==> config.mk <==
export PLATFORM = sky130hd
export DESIGN_NAME = ss_fetch_16b
export DESIGN_NICKNAME = d
export VERILOG_FILES = /design/src/rtl/ss_fetch_16b.sv
export SDC_FILE = /design/constraint.sdc
export NUM_CORES = 1
export LEC_CHECK = 0
export CORE_AREA = 3 3 79 81
export DETAILED_ROUTE_END_ITERATION = 16
export DIE_AREA = 0 0 82 84
export PLACE_DENSITY_LB_ADDON = 0.25
export SLEW_MARGIN = 20
export SYNTH_ARGS = -nofsm -noshare
export SYNTH_HDL_FRONTEND = slang
export SYNTH_SLANG_ARGS = --single-unit
==> constraint.sdc <==
create_clock -name CLK -period 2.25 [get_ports CLK]
set_clock_uncertainty 0.1 [all_clocks]
set_input_delay 0.5625 -clock CLK [delete_from_list [all_inputs] [get_ports CLK]]
set_output_delay 0.5625 -clock CLK [all_outputs]
set_load 0.01 [all_outputs]
==> src/rtl/ss_fetch_16b.sv <==
// Fetch sequencer between ss_pc_16b and decode: fetches imem[pc] over req/ack and hands the word
// downstream over valid/ready. Optional accept counter enabled by `define FETCH_PERF_CNT_EN.
module ss_fetch_16b #(
    parameter int unsigned PC_INC  = 1,
    parameter int unsigned TIMEOUT = 15
) (
    input  logic        CLK,
    input  logic        reset,
    input  logic [15:0] pc,
    output logic [15:0] add,
    output logic [15:0] b,
    output logic        pc_src,
    output logic        pc_write,
    input  logic        branch_taken,
    input  logic [15:0] branch_target,
    input  logic        stall,
    output logic        imem_req,
    output logic [15:0] imem_addr,
    input  logic        imem_ack,
    input  logic [15:0] imem_rdata,
    output logic [15:0] ir,
    output logic        ir_valid,
    input  logic        ir_ready,
    output logic        fetch_err,
    output logic [15:0] fetch_count
);

    localparam logic [15:0] PcInc       = 16'(PC_INC);
    localparam logic [7:0]  TimeoutLast = 8'(TIMEOUT - 1);

    typedef enum logic [1:0] {StIdle, StReq, StIssue, StErr} state_e;

    state_e      state_q;
    logic [15:0] ir_q;
    logic [7:0]  tmo_q;
    logic        req_q;
    logic        valid_q;
    logic        err_q;
    logic        accept;

    // Status outputs are registered alongside the state so they never glitch on decode.
    always_ff @(posedge CLK or negedge reset) begin
        if (!reset) begin
            state_q <= StIdle;
            ir_q    <= '0;
            tmo_q   <= '0;
            req_q   <= 1'b0;
            valid_q <= 1'b0;
            err_q   <= 1'b0;
        end else begin
            unique case (state_q)
                StIdle: begin
                    if (!stall) begin
                        state_q <= StReq;
                        req_q   <= 1'b1;
                    end
                end
                StReq: begin
                    if (imem_ack) begin
                        ir_q    <= imem_rdata;
                        tmo_q   <= '0;
                        state_q <= StIssue;
                        req_q   <= 1'b0;
                        valid_q <= 1'b1;
                    end else if (tmo_q == TimeoutLast) begin
                        tmo_q   <= tmo_q + 8'd1;
                        state_q <= StErr;
                        req_q   <= 1'b0;
                        err_q   <= 1'b1;
                    end else begin
                        tmo_q <= tmo_q + 8'd1;
                    end
                end
                StIssue: begin
                    if (ir_ready) begin
                        valid_q <= 1'b0;
                        if (!stall) begin
                            state_q <= StReq;
                            req_q   <= 1'b1;
                        end else begin
                            state_q <= StIdle;
                        end
                    end
                end
                StErr: begin
                    // Terminal until reset.
                end
            endcase
        end
    end

    assign accept    = valid_q & ir_ready;
    assign pc_write  = accept;
    assign pc_src    = accept & branch_taken;
    assign b         = branch_target;
    assign add       = pc + PcInc;
    assign imem_req  = req_q;
    assign imem_addr = req_q ? pc : 16'h0000;
    assign ir        = ir_q;
    assign ir_valid  = valid_q;
    assign fetch_err = err_q;

`ifdef FETCH_PERF_CNT_EN
    logic [15:0] count_q;

    always_ff @(posedge CLK or negedge reset) begin
        if (!reset) begin
            count_q <= '0;
        end else if (accept) begin
            count_q <= count_q + 16'd1;
        end
    end

    assign fetch_count = count_q;
`else
    assign fetch_count = 16'h0000;
`endif

endmodule

==> results of run 1 <==
final cells by class:
type,instances,area [um2],area share (%)
tap,72,90.1,3.00
clock buffer,8,80.1,2.67
timing repair buffer,114,1000,33.4
multi-input combinational,142,1060,35.2
sequential,29,726,24.2
inverter,12,45.0,1.50
cell usage after synthesis (2+ instances only):
| master | count |
|---|---|
| a21oi_1 | 5 |
| a31oi_1 | 3 |
| and2_1 | 16 |
| and3_1 | 2 |
| and3_4 | 2 |
| buf_4 | 36 |
| clkbuf_1 | 2 |
| dfrtp_1 | 29 |
| ha_1 | 7 |
| inv_1 | 12 |
| mux2_2 | 15 |
| mux2i_1 | 2 |
| nand2_1 | 11 |
| nand2b_1 | 2 |
| nand3_1 | 9 |
| nand4_1 | 5 |
| nor2_1 | 7 |
| nor2_2 | 2 |
| o21ai_0 | 5 |
| o22ai_1 | 3 |
| xnor2_1 | 15 |
per-layer routing:
| metal | vias up | wire length [um] | global-route usage (%) |
|---|---|---|---|
| met4 | 0 | 68 | 4.08 |
| li1 | 831 | - | - |
| met1 | 790 | 1930 | 15.4 |
| met5 | - | 0 | 0 |
| met2 | 71 | 2530 | 25.9 |
| met3 | 16 | 467 | 5.18 |
critical path, delay by kind of cell:
kind	cells	cell delay [ns]
buf+inv	3	0.87
simple gates	1	0.11
stage by stage:
step / std cells / hold WS, ns
global placement: 365 / 0.369
floorplan: 221 / 0.167
detailed placement: 365 / 0.371
global route: 377 / 0.407
CTS: 377 / 0.385
finish: 377 / 0.378
flip-flops by register name (all words and copies together), names as in the netlist:
register	count
fetch_err	1
imem_req	1
ir	16
ir_valid	1
state_q	2
tmo_q	8
where the power goes:
group,internal (mW),total [mW],leakage [nW],switching [mW]
clock,0.219,0.403,0.0395,0.184
combinational,0.831,1.46,0.968,0.630
sequential,0.741,0.891,0.353,0.150
cells by family after synthesis:
| family | count (synthesis) |
|---|---|
| adder cells (fa/ha/maj) | 7 |
| AO/OA/AOI/OAI | 22 |
| other | 1 |
| flip-flops | 29 |
| buffers and inverters | 50 |
| multiplexers | 18 |
| AND/OR/NAND/NOR | 62 |
| XOR/XNOR | 17 |
path summary, 6_finish.rpt:
path / cells after the start / start / slack, ns / end
max reg2reg: 7 / state_q[1] / 0.53 / tmo_q[5]
max: 4 / pc[7] / 0.04 / imem_addr[7]
min in group asynchronous: 2 / reset / 0.56 / ir[4]
min reg2reg: 1 / fetch_err / 0.38 / fetch_err
max in group asynchronous: 2 / reset / 1.22 / tmo_q[0]
min: 1 / fetch_err / 0.38 / fetch_err
repair_timing:
item | in CTS | in global routing
pin swaps | 8 | 5
hold buffers | 0 | 0
gates resized for setup | 86 | 11
setup buffers | 4 | 0
setup endpoints to repair | 34 | 10
cell usage in the layout (no fill, tap or decap), types with 2 or more instances in the layout:
cell type / instances
and2_1: 16
nor2_4: 2
clkdlybuf4s50_1: 52
dfrtp_1: 29
dlymetal6s2s_1: 2
o22ai_1: 3
buf_2: 10
a31oi_1: 3
clkbuf_8: 5
ha_1: 6
and3_4: 3
clkbuf_1: 3
nor2_1: 7
inv_1: 12
mux2_2: 15
conb_1: 16
dlygate4sd2_1: 18
mux2i_1: 2
a21oi_1: 5
buf_4: 24
xnor2_1: 15
clkbuf_2: 3
o21ai_0: 5
nand2_1: 11
nand2b_1: 2
buf_6: 2
nand4_1: 5
clkdlybuf4s15_2: 2
nand3_1: 8
==> flow_metrics.tcl, run 1 <==
set metrics [dict create \
    cp_data_required_time_ns 1.59 \
    rows 27 \
    fillers 527 \
    crit_path_max_incr_delay_ns 0.52 \
    die_x_um 82 \
    finalCritPeriodShare_pct 98.2 \
    syn2layout_area_growth_pct 50.1 \
    cts_sinks 29 \
    min_path_type "flip-flop to flip-flop" \
    grt_overflow 0 \
    peakVddDrop_mv 0.529 \
    die_h_um 84 \
    status "completed" \
    ant_nets 0 \
    synth.area.top_cells "dfrtp_1 36%, buf_4 14%, mux2_2 8.4%" \
    drive_gt1_share_pct 24.3 \
    synth-xor-area-share_pct 7.82 \
    grt_pass1_wl_mm 7.93 \
    dp_worst_setup_slack_ns -0.849 \
    antenna_found_initial 0 \
    fin_ws_ns 0.0398 \
    gp_congestion 0.759 \
    cts_buffers 5 \
    slowest_stage "clkdlybuf4s50_1" \
    cts-root-buf "clkbuf_8" \
    cp_max_fo 3 \
    grt_pass1_vias 1722 \
    p_total_mw 2.75 \
    synthCells 206 \
    synth_top_family_by_area "simple AND/OR/NAND/NOR gates" \
    setup_tns_ns 0 \
    finalSetupViolCount 0 \
    synth_cell_types 37 \
    cp_cell_sequence "clkdlybuf4s15_2 > buf_4 > and2_1 > clkdlybuf4s50_1" \
    wl_per_cell_um 13.3 \
    critPathCaptureType "output pin" \
    max_freq_mhz 452 \
    synth_top_cell_by_area "dfrtp_1" \
    yosys.area_share.adder_pct 4.38 \
    start_util_pct 36.1 \
    powerDensity_mw_per_mm2 918 \
    antenna_cells 0 \
    ys_async_sr_fraction_pct 100 \
    yosysTopAreaCellShare_pct 36.3 \
    cp-start-kind "input port" \
    dieArea_mm2 0.00689 \
    io_buffers 90 \
    cap_violations 0 \
    finalMaxSlewViolations 0 \
    hold_viol_final 0 \
    clock_path_buffers 2 \
    synth_edf_count 0 \
    synth-seq-cells 29 \
    finalCriticalPeriod_ns 2.21 \
    htreeDepth 2 \
    dominantRegCellSynth "dfrtp_1" \
    post-route-util_pct 54.2 \
    leakagePower_nw 1.36 \
    synthMuxAreaShare_pct 10.0 \
    synthSimpleGateAreaFrac_pct 18.3 \
    grt_usage_pct 14.4 \
    drt_iter0_markers 21 \
    io_pins 139 \
    grt_max_degree 30 \
    first_pass_iters 5 \
    nets 365 \
    crit_type "input port to output pin" \
    coreArea_mm2 0.00554 \
    hpwlAfterDp_mm 3.98 \
    placed_cell_area_mm2 0.00292 \
    clkTransAtPathRegs_ns 0.05 \
    netlist_area_mm2 0.00200 \
    avgSynthCellArea_um2 9.71 \
    drc 0 \
    cts_tree "built" \
    ys_warn_count 0 \
    crit_arrival_ns 1.55 \
    vias 1708 \
    synth.yosys.seq_area_share_pct 36.3 \
    stdcell_area_mm2 0.00300 \
    synth_compound_area_share_pct 6.88 \
    clk_latency_ns 0.28 \
    via_per_inst 4.53 \
    routed_wl_mm 5.00 \
]
Note: power is estimated with default switching activity, not from simulation.
==> run 2: changes to the inputs <==
--- a/config.mk
+++ b/config.mk
@@ -13,3 +13,4 @@
 export SYNTH_ARGS = -nofsm -noshare
 export SYNTH_HDL_FRONTEND = slang
 export SYNTH_SLANG_ARGS = --single-unit
+export TNS_END_PERCENT = 100
==> results of run 2 <==
Same layout as run 1: the final DEF is identical, and so are final timing and power.
==> run 3: changes to the inputs <==
--- a/config.mk
+++ b/config.mk
@@ -9,7 +9,6 @@
 export DETAILED_ROUTE_END_ITERATION = 16
 export DIE_AREA = 0 0 82 84
 export PLACE_DENSITY_LB_ADDON = 0.25
-export SLEW_MARGIN = 20
 export SYNTH_ARGS = -nofsm -noshare
 export SYNTH_HDL_FRONTEND = slang
 export SYNTH_SLANG_ARGS = --single-unit
==> results of run 3 <==
Same layout as run 1: the final DEF is identical, and so are final timing and power.
